<file path="config.mk">
export PLATFORM = sky130hd
export DESIGN_NAME = menu_text_render
export DESIGN_NICKNAME = d
export VERILOG_FILES = /design/src/rtl/vga_pkg.sv /design/src/rtl/menu_sel_ctrl.sv /design/src/rtl/menu_text_render.sv
export SDC_FILE = /design/constraint.sdc
export NUM_CORES = 1
export LEC_CHECK = 0
export ABC_AREA = 1
export BUFFER_PORTS_ARGS = -buffer_cell sky130_fd_sc_hd__buf_2
export CAP_MARGIN = 30
export CORE_ASPECT_RATIO = 1.1
export CORE_MARGIN = 2
export CORE_UTILIZATION = 52
export DETAILED_ROUTE_END_ITERATION = 6
export PLACE_DENSITY = 0.83
export SYNTH_ARGS = -nofsm -noshare
export SYNTH_HDL_FRONTEND = slang
export SYNTH_HIERARCHICAL = 1
export SYNTH_SLANG_ARGS = --single-unit
</file>
<file path="constraint.sdc">
create_clock -name clk -period 2 [get_ports clk]
set_input_delay 0 -clock clk [delete_from_list [all_inputs] [get_ports clk]]
set_output_delay 0 -clock clk [all_outputs]
set_load 0.02 [all_outputs]
</file>
<file path="src/rtl/vga_pkg.sv">
// rtl/vga_pkg.sv - shared VGA/text-overlay constants and types
package vga_pkg;

  localparam int CHAR_W      = 8;
  localparam int CHAR_H      = 16;
  localparam int FONT_ADDR_W = 11;

  localparam logic [11:0] COLOR_WHITE  = 12'hFFF;
  localparam logic [11:0] COLOR_ORANGE = 12'hF80;

  typedef enum logic [1:0] {
    REQ_NONE = 2'd0,
    REQ_UP   = 2'd1,
    REQ_DOWN = 2'd2
  } sel_req_t;

  typedef struct packed {
    logic [10:0] vcount;
    logic [10:0] hcount;
    logic        vsync;
    logic        hsync;
    logic        vblnk;
    logic        hblnk;
    logic [11:0] rgb;
  } vga_bus_t;

endpackage

</file>
<file path="src/rtl/menu_sel_ctrl.sv">
// rtl/menu_sel_ctrl.sv - menu cursor: button edges, vblank-applied moves, confirm pulse
module menu_sel_ctrl
  import vga_pkg::*;
#(
  parameter int ROWS = 4
) (
  input  logic       clk,
  input  logic       rst_n,
  input  logic       btn_up,
  input  logic       btn_down,
  input  logic       btn_ok,
  input  logic       vblnk_in,
  output logic [3:0] sel_idx,
  output logic       sel_ok
);

  localparam logic [3:0] LAST = 4'(ROWS - 1);

  logic     up_q, down_q, ok_q, vblnk_q;
  logic     up_rise, down_rise, ok_rise, vblnk_rise;
  sel_req_t pend;
  logic [3:0] sel_next;

  assign up_rise    = btn_up & ~up_q;
  assign down_rise  = btn_down & ~down_q;
  assign ok_rise    = btn_ok & ~ok_q;
  assign vblnk_rise = vblnk_in & ~vblnk_q;

  always_comb begin
    sel_next = sel_idx;
    if (vblnk_rise) begin
      case (pend)
        REQ_UP:   sel_next = (sel_idx == 4'd0) ? LAST : sel_idx - 4'd1;
        REQ_DOWN: sel_next = (sel_idx == LAST) ? 4'd0 : sel_idx + 4'd1;
        default:  sel_next = sel_idx;
      endcase
    end
  end

  always_ff @(posedge clk or negedge rst_n) begin
    if (!rst_n) begin
      up_q    <= 1'b0;
      down_q  <= 1'b0;
      ok_q    <= 1'b0;
      vblnk_q <= 1'b0;
      pend    <= REQ_NONE;
      sel_idx <= 4'd0;
      sel_ok  <= 1'b0;
    end else begin
      up_q    <= btn_up;
      down_q  <= btn_down;
      ok_q    <= btn_ok;
      vblnk_q <= vblnk_in;
      sel_idx <= sel_next;
      sel_ok  <= ok_rise;
      // A fresh single-direction press always wins; simultaneous up+down is ignored.
      if (up_rise ^ down_rise)
        pend <= up_rise ? REQ_UP : REQ_DOWN;
      else if (vblnk_rise)
        pend <= REQ_NONE;
    end
  end

endmodule

</file>
<file path="src/rtl/menu_text_render.sv">
// rtl/menu_text_render.sv - 4-stage text overlay with menu cursor; MENU_BLINK_EN blinks the highlight
module menu_text_render
  import vga_pkg::*;
#(
  parameter logic [10:0] XPOS      = 11'd300,
  parameter logic [10:0] YPOS      = 11'd200,
  parameter int          COLS      = 16,
  parameter int          ROWS      = 4,
  parameter logic [11:0] TXT_COLOR = COLOR_WHITE,
  parameter logic [11:0] HL_COLOR  = COLOR_ORANGE
) (
  input  logic                   clk,
  input  logic                   rst_n,
  input  logic [10:0]            vcount_in,
  input  logic [10:0]            hcount_in,
  input  logic                   vsync_in,
  input  logic                   hsync_in,
  input  logic                   vblnk_in,
  input  logic                   hblnk_in,
  input  logic [11:0]            rgb_in,
  output logic [10:0]            vcount_out,
  output logic [10:0]            hcount_out,
  output logic                   vsync_out,
  output logic                   hsync_out,
  output logic                   vblnk_out,
  output logic                   hblnk_out,
  output logic [11:0]            rgb_out,
  output logic [7:0]             char_xy,
  input  logic [6:0]             char_code,
  output logic [FONT_ADDR_W-1:0] font_addr,
  input  logic [7:0]             char_pixels,
  input  logic                   btn_up,
  input  logic                   btn_down,
  input  logic                   btn_ok,
  output logic [3:0]             sel_idx,
  output logic                   sel_ok
);

  localparam logic [10:0] BOX_W = 11'(CHAR_W * COLS);
  localparam logic [10:0] BOX_H = 11'(CHAR_H * ROWS);

  logic [10:0] rx, ry;
  logic        in_box;
  vga_bus_t    bus_in;
  vga_bus_t    bus_d [3];

  logic [3:0] s1_line, s2_line;
  logic [2:0] s1_bit, s2_bit, s3_bit;
  logic [3:0] s1_row, s2_row, s3_row;
  logic       s1_in_box, s2_in_box, s3_in_box;
  logic       hl_on, pixel_on;
  logic [11:0] glyph_color;

  assign rx     = hcount_in - XPOS;
  assign ry     = vcount_in - YPOS;
  assign in_box = (hcount_in >= XPOS) && (rx < BOX_W) && (vcount_in >= YPOS) && (ry < BOX_H);
  assign bus_in = {vcount_in, hcount_in, vsync_in, hsync_in, vblnk_in, hblnk_in, rgb_in};

  // Text ROM answers one clock after char_xy, so the line index is delayed to meet it.
  assign font_addr = {char_code, s2_line};

  menu_sel_ctrl #(.ROWS(ROWS)) u_sel (
    .clk      (clk),
    .rst_n    (rst_n),
    .btn_up   (btn_up),
    .btn_down (btn_down),
    .btn_ok   (btn_ok),
    .vblnk_in (vblnk_in),
    .sel_idx  (sel_idx),
    .sel_ok   (sel_ok)
  );

`ifdef MENU_BLINK_EN
  logic [5:0] frame_cnt;
  logic       blink_vblnk_q;

  always_ff @(posedge clk or negedge rst_n) begin
    if (!rst_n) begin
      frame_cnt     <= 6'd0;
      blink_vblnk_q <= 1'b0;
    end else begin
      blink_vblnk_q <= vblnk_in;
      if (vblnk_in && !blink_vblnk_q)
        frame_cnt <= frame_cnt + 6'd1;
    end
  end

  assign hl_on = ~frame_cnt[5];
`else
  assign hl_on = 1'b1;
`endif

  assign pixel_on    = s3_in_box && char_pixels[3'd7 - s3_bit];
  assign glyph_color = (hl_on && (s3_row == sel_idx)) ? HL_COLOR : TXT_COLOR;

  always_ff @(posedge clk or negedge rst_n) begin
    if (!rst_n) begin
      char_xy    <= 8'h00;
      s1_line    <= 4'd0;
      s1_bit     <= 3'd0;
      s1_row     <= 4'd0;
      s1_in_box  <= 1'b0;
      s2_line    <= 4'd0;
      s2_bit     <= 3'd0;
      s2_row     <= 4'd0;
      s2_in_box  <= 1'b0;
      s3_bit     <= 3'd0;
      s3_row     <= 4'd0;
      s3_in_box  <= 1'b0;
      bus_d      <= '{default: '0};
      vcount_out <= 11'd0;
      hcount_out <= 11'd0;
      vsync_out  <= 1'b0;
      hsync_out  <= 1'b0;
      vblnk_out  <= 1'b0;
      hblnk_out  <= 1'b0;
      rgb_out    <= 12'h000;
    end else begin
      char_xy   <= in_box ? {ry[7:4], rx[6:3]} : 8'h00;
      s1_line   <= ry[3:0];
      s1_bit    <= rx[2:0];
      s1_row    <= ry[7:4];
      s1_in_box <= in_box;

      s2_line   <= s1_line;
      s2_bit    <= s1_bit;
      s2_row    <= s1_row;
      s2_in_box <= s1_in_box;

      s3_bit    <= s2_bit;
      s3_row    <= s2_row;
      s3_in_box <= s2_in_box;

      bus_d[0] <= bus_in;
      bus_d[1] <= bus_d[0];
      bus_d[2] <= bus_d[1];

      vcount_out <= bus_d[2].vcount;
      hcount_out <= bus_d[2].hcount;
      vsync_out  <= bus_d[2].vsync;
      hsync_out  <= bus_d[2].hsync;
      vblnk_out  <= bus_d[2].vblnk;
      hblnk_out  <= bus_d[2].hblnk;
      rgb_out    <= pixel_on ? glyph_color : bus_d[2].rgb;
    end
  end

endmodule

</file>
==> results of run 1 <==
[worst max path at each step]
stage,slack (ns),cells past startpoint,to,startpoint
floorplan,0.63,5,u_sel/pend[1]$_DFFE_PN0P_,u_sel/up_q$_DFF_PN0_
global placement,0.60,5,u_sel/pend[1]$_DFFE_PN0P_,u_sel/up_q$_DFF_PN0_
detailed placement,0.47,7,rgb_out[1]$_DFF_PN0_,s3_bit[0]$_DFF_PN0_
CTS,0.42,14,char_xy[2]$_DFF_PN0_,vcount_in[3]
global route,0.27,14,char_xy[4]$_DFF_PN0_,vcount_in[3]
finish,0.40,9,rgb_out[5]$_DFF_PN0_,s3_bit[0]$_DFF_PN0_
[placed cells by master (no fill, tap or decap), drive strengths merged]
cell type,Yosys,final
clkinv,1,5
mux2,1,1
inv,41,46
ha,9,9
o211ai,1,1
xnor2,5,5
xor2,5,5
a21oi,4,4
buf,11,108
or2,6,6
nand3,16,16
a21boi,1,1
nor3,2,2
bufinv,0,2
nand2,81,81
nor2,32,32
mux2i,1,1
dfrtp,191,191
clkbuf,0,21
nand4,2,2
conb,1,2
nand3b,1,1
dlygate4sd3,0,42
o21ai,11,11
[registers in the layout, summed over array words and instances (netlist names), 2 cells and up]
signal and cells:
u_sel/pend 2, s1_line 4, rgb_out 12, vcount_out 11
s3_bit 3, u_sel/sel_idx 4, s2_bit 3, s2_row 4
bus_d 102, s1_bit 3, s1_row 4, s3_row 4
char_xy 8, s2_line 4, hcount_out 11
[metrics by stage]
step / worst slack (ns) / power [mW] / hold WS, ns
finish: 0.3978 / 8.410 / 0.000008833
global route: 0.2689 / 8.791 / 0.00003243
CTS: 0.4184 / 8.469 / 0.0001487
detailed placement: 0.4749 / 5.181 / -0.01269
global placement: 0.5959 / 5.108 / -0.01838
floorplan: 0.6287 / 4.851 / -0.2956
[layout make-up]
cell class / instances / area [sq um]
clock inverter: 11 / 131.4
timing repair buffer: 151 / 1010
tap: 150 / 187.7
sequential: 191 / 4780
fill: 806 / 3685
clock buffer: 20 / 436.7
multi-input combinational: 180 / 1001
inverter: 42 / 157.7
[report_power, final]
part | internal [mW] | total, mW | switching [mW] | leakage [nW]
registers | 4.09 | 4.25 | 0.155 | 2.25
clock network | 1.86 | 3.22 | 1.37 | 0.280
logic | 0.375 | 0.944 | 0.569 | 1.34
[kinds of logic (layout without fill, tap and decap cells)]
kind of cell    Yosys count  count (layout)  share of synthesized area (%)
compound gates           17              17                          1.683
xor+xnor                 10              10                          1.455
flops                   191             191                          79.38
fa+ha+maj                 9               9                          1.870
buf+inv                  53             224                          4.052
other cells               1               2                        0.06228
simple gates            140             140                          11.14
mux                       2               2                         0.3533
[routing by layer]
layer / vias up / track usage (%) / part of all wire (%)
li1: 1608 / - / -
met1: 1719 / 21.47 / 40
met2: 109 / 31.93 / 55
met3: 11 / 4.707 / 4.0
met4: 0 / 6.494 / 1.4
met5: - / 0 / 0
==> out/results.ini, run 1 <==
[cells_and_area]
antenna_cells = 0
instances_no_fill = 745
stdcell_area_sq_um = 7704
utilization_pct = 67.64
drive_gt1_share_pct = 28.40
fin_nets = 650
area_growth_pct = 27.95

[drt]
wl_per_cell_um = 13.97
vias = 3447
drt_iter0_drc = 228
first_pass_iters = 6
viasPerCell = 4.627
route.detailed.drc = 0
ant_nets = 0
wl_um = 10410

[floorplanning]
die_area_sq_um = 12460
start_util_pct = 52.87
die_w_um = 106.6
die_h_um = 116.9
core_sq_um = 11390
io_pins = 120
row_count = 41

[timing]
finalSetupViolCount = 0
report.final.slew_viol_count = 0
max_freq_mhz = 624.1
fin_worst_skew_ns = 0.007983
min_period_ns = 1.602
min_period_over_period_pct = 80.11
rsz0062_at_grt = false
hold_violations = 0
tns_ns = 0

[flow_run]
drv_cap = 0

[clock_tree]
cts_root_buf = clkbuf_16
cts_hold_repair.buffers = 42
cts_tree = built
cts_setup_buffers = 0
cts_inserted_buffers = 17
insertion_delay_ns = 0.41
h-tree-depth = 4
clockBufferDepth = 2
clk_pin_slew_ns = 0.06
cts.sinks = 191
ctsResizeCount = 0

[worst_setup_path]
path_class = register to register
crit_fanout = 8
worstPathRequired_ns = 2.28
crit_top_cell = nor2_1
cpMaxStageDelayCell = dfrtp_1
max_stage_delay_ns = 0.46
path_buf_inv = 2
ff2ff_path_depth = 9
r2r_setup_slack_ns = 0.40
rr_endpoint = rgb_out[5]$_DFF_PN0_
start_kind = register
r2r_start = s3_bit[0]$_DFF_PN0_
crit_family = simple AND/OR/NAND/NOR gates
arrival_ns = 1.88
worstSetupEndpointType = register
path_cells = inv_1 > nor2_1 > nor2_1 > nor2_1 > o21ai_0 > nand3_2 > inv_2 > o21ai_2 > nand2_1

[global_route]
grt_pass1_vias = 3569
grt_overflow = 0
antenna_found_initial = 0
grt.total_usage_pct = 17.99
grt_pass1_wl_um = 16770
grt_max_degree = 57

[logic_synthesis]
yosysWarnings = 6
yosys.area.top_type = dfrtp_1
synth_area_leaders = dfrtp_1 (79%), nand2_1 (4.6%), inv_1 (2.3%)
netlist_area_sq_um = 6021
yosys.cell_types.count = 33
async_flop_share_pct = 100.0
postSynthCellCount = 423
ys.flop_type = dfrtp_1
synth.most_common_cell = dfrtp_1
yosys.area.top_type_share_pct = 79.38
seq_area_frac_synth_pct = 79.38
syn_avg_cell_area_sq_um = 14.23
synth_commonest_cells = dfrtp_1 (191), nand2_1 (74), inv_1 (37), nor2_1 (19), nand3_1 (14)
synth_seq_cells = 191
synth_edf_count = 0

[hold_path]
hp-start = char_code[0]
whs_path_depth = 0
holdCritPathClass = input port to output pin
min_to = font_addr[4]

[placement]
gp_congestion = 0.8160
post-dp-hpwl_um = 6782
placed_cells = 672
portBuffers = 105
detailed_place.area_sq_um = 6715

[status]
status = finished clean

[power]
power_leakage_nw = 3.869
peakVddDrop_mv = 0.5380
powerDensity_nw_per_um2 = 1092

No activity file was read; power rests on OpenSTA's default activity.
==> run 2, diff against run 1 <==
--- a/config.mk
+++ b/config.mk
@@ -5,14 +5,14 @@
 export SDC_FILE = /design/constraint.sdc
 export NUM_CORES = 1
 export LEC_CHECK = 0
-export ABC_AREA = 1
+export ABC_AREA = 0
 export BUFFER_PORTS_ARGS = -buffer_cell sky130_fd_sc_hd__buf_2
 export CAP_MARGIN = 30
 export CORE_ASPECT_RATIO = 1.1
 export CORE_MARGIN = 2
-export CORE_UTILIZATION = 52
+export CORE_UTILIZATION = 48
 export DETAILED_ROUTE_END_ITERATION = 6
-export PLACE_DENSITY = 0.83
+export PLACE_DENSITY = 0.81
 export SYNTH_ARGS = -nofsm -noshare
 export SYNTH_HDL_FRONTEND = slang
 export SYNTH_HIERARCHICAL = 1
==> constraint.sdc (replaced) <==
create_clock -name clk -period 1.3 [get_ports clk]
set_input_delay 0 -clock clk [delete_from_list [all_inputs] [get_ports clk]]
set_output_delay 0 -clock clk [all_outputs]
set_load 0.02 [all_outputs]
==> run 2 against run 1 <==
The flow now finishes with violations (setup timing). Setup slack got worse by 0.75 ns. Flip-flop and latch count unchanged. Register-to-register slack lost 0.75 ns. First-iteration DRC count is 30% lower. Design area grew 2.7%. Largest cell class unchanged. Largest power group unchanged.
==> out/results.ini, run 2 <==
[drt]
vias = 3264  ; was 3447
viasPerCell = 4.751  ; was 4.627
wl_um = 10950  ; was 10410 um
ant_nets = 0  ; unchanged
drt_iter0_drc = 159  ; was 228
wl_per_cell_um = 15.94  ; was 13.97 um
first_pass_iters = 4  ; was 6
route.detailed.drc = 0  ; unchanged

[cells_and_area]
stdcell_area_sq_um = 7909  ; was 7704 sq um
fillers = 784  ; was 806
utilization_pct = 66.30  ; was 67.64%
largest_reg_flops = 102  ; unchanged
fin_nets = 587  ; was 650
mostFrequentLayoutCells = dfrtp_1 (190), buf_2 (104), dlygate4sd3_1 (43), buf_4 (27), clkbuf_16 (17)  ; was dfrtp_1 (191), buf_2 (104), nand2_1 (74), dlygate4sd3_1 (42), inv_1 (37)
drive_gt1_share_pct = 37.90  ; was 28.40%
antenna_cells = 0  ; unchanged
final_common_cell = dfrtp_1  ; unchanged
reg_top3 = bus_d x102, rgb_out x12  ; unchanged
largest_register = bus_d  ; unchanged
area_growth_pct = 36.38  ; was 27.95%

[clock_tree]
insertion_delay_ns = 0.42  ; was 0.41 ns
cts_tree = built  ; unchanged
cts_root_buf = clkbuf_16  ; unchanged
cts_inserted_buffers = 17  ; unchanged
cts.sinks = 191  ; unchanged
h-tree-depth = 4  ; unchanged
clockBufferDepth = 2  ; unchanged
clk_pin_slew_ns = 0.07  ; was 0.06 ns

[worst_setup_path]
max_stage_delay_ns = 0.45  ; was 0.46 ns
r2r_start = u_sel/pend[1]$_DFFE_PN0P_  ; was s3_bit[0]$_DFF_PN0_
path_class = register to register  ; unchanged
arrival_ns = 1.99  ; was 1.88 ns
crit_fanout = 5  ; was 8
cpMaxStageDelayCell = or3b_4  ; was dfrtp_1
worstPathRequired_ns = 1.63  ; was 2.28 ns
path_buf_inv = 0  ; was 2
path_cells = ha_4 > or3b_4 > nor4_4 > a21oi_2 > o211ai_2  ; was inv_1 > nor2_1 > nor2_1 > nor2_1 > o21ai_0 > nand3_2 > inv_2 > o21ai_2 > nand2_1
crit_family = simple AND/OR/NAND/NOR gates  ; unchanged
r2r_setup_slack_ns = -0.36  ; was 0.40 ns
worstSetupEndpointType = register  ; unchanged
ff2ff_path_depth = 5  ; was 9
start_kind = register  ; unchanged
rr_endpoint = u_sel/sel_idx[3]$_DFFE_PN0P_  ; was rgb_out[5]$_DFF_PN0_

[logic_synthesis]
synth_seq_cells = 191  ; unchanged
yosys.cell_types.count = 49  ; was 33
synth.most_common_cell = dfrtp_1  ; unchanged
netlist_area_sq_um = 5799  ; was 6021 sq um
yosys.area.top_type_share_pct = 82.42  ; was 79.38%
ys.flop_type = dfrtp_1  ; unchanged
async_flop_share_pct = 100.0  ; unchanged
postSynthCellCount = 331  ; was 423
yosys.area.top_type = dfrtp_1  ; unchanged
synth_edf_count = 0  ; unchanged
yosysWarnings = 6  ; unchanged
syn_avg_cell_area_sq_um = 17.52  ; was 14.23 sq um
synth_area_leaders = dfrtp_1 (82%), ha_1 (1.9%), buf_4 (1.3%)  ; was dfrtp_1 (79%), nand2_1 (4.6%), inv_1 (2.3%)
seq_area_frac_synth_pct = 82.42  ; was 79.38%
synth_commonest_cells = dfrtp_1 (191), inv_1 (12), buf_4 (10)  ; was dfrtp_1 (191), nand2_1 (74), inv_1 (37), nor2_1 (19), nand3_1 (14)

[global_route]
grt_overflow = 0  ; unchanged
grt_pass1_vias = 3530  ; was 3569
antenna_found_initial = 0  ; unchanged
grt_max_degree = 48  ; was 57
grt_pass1_wl_um = 17770  ; was 16770 um
grt.total_usage_pct = 18.42  ; was 17.99%

[timing]
fin_worst_skew_ns = 0.01472  ; was 0.007983 ns
hold_violations = 0  ; unchanged
worst_hold_slack_ns = 0.000007771  ; was 0.000008833 ns
fin_ws_ns = -0.3564  ; was 0.3978 ns
report.final.slew_viol_count = 0  ; unchanged
min_period_ns = 1.656  ; was 1.602 ns
max_freq_mhz = 603.7  ; was 624.1 MHz
min_period_over_period_pct = 127.4  ; was 80.11%
finalSetupViolCount = 16  ; was 0
rsz0062_at_grt = true  ; was false

[placement]
gp_congestion = 0.8577  ; was 0.8160
post-dp-hpwl_um = 6649  ; was 6782 um
portBuffers = 105  ; unchanged
detailed_place.area_sq_um = 6699  ; was 6715 sq um

[power]
peakVddDrop_mv = 0.8135  ; was 0.5380 mV
powerDensity_nw_per_um2 = 1671  ; was 1092 nW/um^2
power_leakage_nw = 3.782  ; was 3.869 nW

[hold_path]
hp-start = char_code[5]  ; was char_code[0]
holdCritPathClass = input port to output pin  ; unchanged
whs_path_depth = 0  ; unchanged
min_to = font_addr[9]  ; was font_addr[4]

[floorplanning]
core_sq_um = 11930  ; was 11390 sq um
io_pins = 120  ; unchanged
die_w_um = 108.8  ; was 106.6 um
start_util_pct = 48.62  ; was 52.87%
die_area_sq_um = 12980  ; was 12460 sq um
row_count = 42  ; was 41
die_h_um = 119.3  ; was 116.9 um

[status]
violations = setup timing
status = complete, but fails checks  ; was finished clean

[flow_run]
drv_cap = 0  ; unchanged

run 2: cell types whose count changed in the layout (fill, tap and decap cells not counted), sizes merged, moves of 4 or more:
cell,before,now
nand2b,0,9
nor4,0,6
nor2,32,5
a21o,0,9
or2,6,0
a211oi,0,4
inv,46,20
buf,108,137
nand2,81,6
nand3,16,1
run 2: worst max path at each step:
stage / start / endpoint / slack (ns) / cells after the start
2_1_floorplan: u_sel/pend[0]$_DFFE_PN0P_ / u_sel/sel_idx[3]$_DFFE_PN0P_ / -0.25 / 7
3_3_place_gp: vcount_in[4] / char_xy[2]$_DFF_PN0_ / -0.30 / 7
3_5_place_dp: vcount_in[4] / char_xy[2]$_DFF_PN0_ / -0.41 / 7
4_1_cts: s3_bit[0]$_DFF_PN0_ / rgb_out[6]$_DFF_PN0_ / -0.28 / 4
5_1_grt: u_sel/pend[1]$_DFFE_PN0P_ / u_sel/sel_idx[3]$_DFFE_PN0P_ / -0.40 / 5
6_report: u_sel/pend[1]$_DFFE_PN0P_ / u_sel/sel_idx[3]$_DFFE_PN0P_ / -0.36 / 5
run 2: report_power, final:
part           internal (mW)  switching, mW
registers               6.29          0.194
clock network           2.78           2.41
logic                  0.688          0.847
run 2: layout make-up:
cell class	instances	area [sq um]	area share [%]
sequential	191	4781	60.45
inverter	12	45.04	0.5695
clock buffer	17	425.4	5.379
tap	154	192.7	2.436
timing repair buffer	181	1270	16.06
clock inverter	15	185.2	2.341
multi-input combinational	117	1010	12.77
run 2: per-layer routing:
| layer | vias to the layer above | global-route usage (%) | share of wire [%] |
|---|---|---|---|
| met2 | 114 | 31.95 | 56 |
| met3 | 24 | 4.215 | 4.6 |
| met1 | 1646 | 22.21 | 37 |
| li1 | 1480 | - | - |
| met5 | - | 0 | 0 |
| met4 | 0 | 7.131 | 2.2 |
run 2: what timing repair did:
item | in CTS | in global routing
setup buffers | 2 | 2
pin swaps | 6 | 7
gates cloned | 2 | 0
hold buffers | 43 | 0
hold endpoints to repair | 242 | 0
resized for setup | 17 | 14
setup endpoints to repair | 17 | 18
run 2: through the flow:
stage               instances  power, mW  TNS, ns  setup slack [ns]
detailed placement        606      7.837   -6.024           -0.4119
global placement          606      7.737   -5.116           -0.3034
floorplan                 332      7.184   -2.806           -0.2527
finish                    687      13.21   -3.692           -0.3564
CTS                       685      13.23   -3.756           -0.2796
global route              687      13.77   -4.887           -0.3984
run 2: cell families after synthesis:
| group | Yosys count | share of synthesized area [%] |
|---|---|---|
| buffers and inverters | 25 | 2.416 |
| AO/OA/AOI/OAI | 40 | 5.199 |
| AND/OR/NAND/NOR | 50 | 5.351 |
| other | 1 | 0.06466 |
| multiplexers | 4 | 0.9493 |
| flip-flops | 191 | 82.42 |
| XOR/XNOR | 11 | 1.661 |
| adder cells (fa/ha/maj) | 9 | 1.942 |
==> run 3, diff against run 2 <==
--- a/config.mk
+++ b/config.mk
@@ -10,9 +10,9 @@
 export CAP_MARGIN = 30
 export CORE_ASPECT_RATIO = 1.1
 export CORE_MARGIN = 2
-export CORE_UTILIZATION = 48
+export CORE_UTILIZATION = 52
 export DETAILED_ROUTE_END_ITERATION = 6
-export PLACE_DENSITY = 0.81
+export PLACE_DENSITY = 0.83
 export SYNTH_ARGS = -nofsm -noshare
 export SYNTH_HDL_FRONTEND = slang
 export SYNTH_HIERARCHICAL = 1
==> constraint.sdc (replaced) <==
create_clock -name clk -period 1.85 [get_ports clk]
set_input_delay 0 -clock clk [delete_from_list [all_inputs] [get_ports clk]]
set_output_delay 0 -clock clk [all_outputs]
set_load 0.02 [all_outputs]
==> run 3 against run 2 <==
The run now ends clean. Sequential power down 30%. Critical path depth rose by 1. Sequential share of layout area up 3.1 points. Non-clock buffer count is 30 lower. Clock-buffer cell count up 4. Combinational power decreased by 47%. Largest cell class unchanged.
==> out/results.ini, run 3 (same netlist as run 2, synthesis figures left out) <==
[floorplanning]
core_sq_um = 10910  ; was 11930 sq um
die_h_um = 114.8  ; was 119.3 um
row_count = 40  ; was 42
start_util_pct = 53.15  ; was 48.62%
die_area_sq_um = 12010  ; was 12980 sq um
io_pins = 120  ; unchanged
die_w_um = 104.7  ; was 108.8 um

[global_route]
grt_pass1_vias = 3265  ; was 3530
grt_pass1_wl_um = 15860  ; was 17770 um
grt_overflow = 0  ; unchanged
grt.total_usage_pct = 17.44  ; was 18.42%
antenna_found_initial = 0  ; unchanged
grt_max_degree = 70  ; was 48

[cells_and_area]
instances_no_fill = 649  ; was 687
multi_input_area_sq_um = 883.3  ; was 1010 sq um
antenna_cells = 0  ; unchanged
final_common_cell = dfrtp_1  ; unchanged
stdcell_area_sq_um = 7517  ; was 7909 sq um
drive_gt1_share_pct = 29.48  ; was 37.90%
mostFrequentLayoutCells = dfrtp_1 (191), buf_2 (104), dlygate4sd3_1 (43), clkbuf_16 (17), inv_1 (12)  ; was dfrtp_1 (190), buf_2 (104), dlygate4sd3_1 (43), buf_4 (27), clkbuf_16 (17)
largest_register = bus_d  ; unchanged
utilization_pct = 68.90  ; was 66.30%
largest_reg_flops = 102  ; unchanged
reg_top3 = bus_d x102, rgb_out x12  ; unchanged
fillers = 758  ; was 784
fin_nets = 556  ; was 587
ff_latch_area_sq_um = 4780  ; was 4781 sq um
area_growth_pct = 29.62  ; was 36.38%

[timing]
report.final.slew_viol_count = 0  ; unchanged
hold_violations = 0  ; unchanged
tns_ns = 0  ; was -3.692 ns
slew-limit-headroom_pct = 60.64
max_freq_mhz = 575.0  ; was 603.7 MHz
tightest_slew_ns = 0.5904
min_period_ns = 1.739  ; was 1.656 ns
min_period_over_period_pct = 94.00  ; was 127.4%
fin_worst_skew_ns = 0.01264  ; was 0.01472 ns
rsz0062_at_grt = false  ; was true
fin_ws_ns = 0.1109  ; was -0.3564 ns
finalSetupViolCount = 0  ; was 16

[power]
powerDensity_nw_per_um2 = 1207  ; was 1671 nW/um^2
p_int_mw = 6.982  ; was 9.764 mW
sw_frac_of_total_pct = 23.06  ; was 26.10%
switchingPower_mw = 2.092  ; was 3.449 mW
power_leakage_nw = 3.594  ; was 3.782 nW
power_frac_seq_pct = 50.3  ; was 49.1%
p_clk_share_pct = 40.7  ; was 39.3%
peakVddDrop_mv = 0.5849  ; was 0.8135 mV
comb_power_share_pct = 8.9  ; was 11.6%

[clock_tree]
cts_inserted_buffers = 17  ; unchanged
clk_pin_slew_ns = 0.06  ; was 0.07 ns
h-tree-depth = 4  ; unchanged
cts_tree = built  ; unchanged
insertion_delay_ns = 0.41  ; was 0.42 ns
cts_setup_buffers = 0  ; was 2
clockBufferDepth = 2  ; unchanged
ctsResizeCount = 0  ; was 17
cts.sinks = 191  ; unchanged
cts_hold_repair.buffers = 43  ; unchanged
cts_root_buf = clkbuf_16  ; unchanged

[worst_setup_path]
path_cells = inv_1 > ha_1 > or3b_1 > nor4_2 > a21oi_1 > o211ai_2  ; was ha_4 > or3b_4 > nor4_4 > a21oi_2 > o211ai_2
arrival_ns = 2.07  ; was 1.99 ns
crit_fanout = 10  ; was 5
path_class = register to register  ; unchanged
worstPathRequired_ns = 2.18  ; was 1.63 ns
cpMaxStageDelayCell = or3b_1  ; was or3b_4
start_kind = register  ; unchanged
worstSetupEndpointType = register  ; unchanged
max_stage_delay_ns = 0.50  ; was 0.45 ns

[placement]
portBuffers = 105  ; unchanged
pre_cts_slack_ns = 0.06848  ; was -0.4119 ns
post-dp-hpwl_um = 6126  ; was 6649 um
gp_congestion = 0.7744  ; was 0.8577
detailed_place.area_sq_um = 6474  ; was 6699 sq um
placed_cells = 574  ; was 606

[status]
status = finished clean  ; was complete, but fails checks

[drt]
first_pass_iters = 4  ; unchanged
vias = 3059  ; was 3264
ant_nets = 0  ; unchanged
route.detailed.drc = 0  ; unchanged
drt_iter0_drc = 105  ; was 159
wl_um = 9778  ; was 10950 um
viasPerCell = 4.713  ; was 4.751
wl_per_cell_um = 15.07  ; was 15.94 um

[hold_path]
holdCritPathClass = input port to output pin  ; unchanged

[flow_run]
drv_cap = 0  ; unchanged

[run 3: cell types whose count changed in the layout (fill, tap and decap cells not counted), sizes merged]
cell and change:
bufinv +2, buf -30, clkinv -2, or3b -1, inv -4, clkbuf +4
[run 3: routing by layer]
metal / GRT usage, % / vias up / part of all wire [%]
met5: 0 / - / 0
met4: 8.978 / 0 / 2.8
met3: 4.649 / 20 / 4.3
met2: 29.28 / 101 / 52
met1: 21.19 / 1531 / 41
li1: - / 1407 / -
[run 3: path summary, 6_finish.rpt]
path | startpoint | to | slack (ns) | cells past startpoint
max in group asynchronous | rst_n | bus_d[31]$_DFF_PN0_ | 1.12 | 3
setup reg to reg | u_sel/pend[0]$_DFFE_PN0P_ | u_sel/sel_idx[3]$_DFFE_PN0P_ | 0.11 | 6
hold reg to reg | bus_d[14]$_DFF_PN0_ | hsync_out$_DFF_PN0_ | 0.35 | 0
setup / recovery | u_sel/pend[0]$_DFFE_PN0P_ | u_sel/sel_idx[3]$_DFFE_PN0P_ | 0.11 | 6
hold / removal | char_code[2] | font_addr[6] | 0.00004 | 0
min in group asynchronous | rst_n | rgb_out[10]$_DFF_PN0_ | 0.08 | 2
[run 3: layout make-up]
type | instances | share of cell area [%]
Timing Repair Buffer | 151 | 13.47
Clock buffer | 21 | 6.125
Inverter | 12 | 0.5992
Sequential cell | 191 | 63.58
Tap cell | 147 | 2.447
Clock inverter | 11 | 2.031
Multi-Input combinational cell | 116 | 11.75
[run 3: power groups by stage]
stage          combinational [mW]  sequential (mW)  clock (mW)
2_1_floorplan               0.330             4.72           0
3_5_place_dp                0.734             4.65           0
5_1_grt                     0.883             4.60        3.97
3_3_place_gp                0.695             4.63           0
4_1_cts                     0.807             4.57        3.77
6_report                    0.809             4.57        3.70
[run 3: critical path, delay by kind of cell, from the launching register on]
| kind | cells | cell delay [ns] |
|---|---|---|
| flops | 1 | 0.33 |
| simple gates | 2 | 0.77 |
| buf+inv | 1 | 0.05 |
| compound gates | 2 | 0.22 |
| fa+ha+maj | 1 | 0.28 |
[run 3: metrics by stage]
stage          total power, mW  hold WS, ns
2_1_floorplan            5.046      -0.2956
3_3_place_gp             5.322     -0.06930
3_5_place_dp             5.383     -0.05837
4_1_cts                  9.146    0.0001367
5_1_grt                  9.451    0.0001282
6_report                 9.074   0.00004361
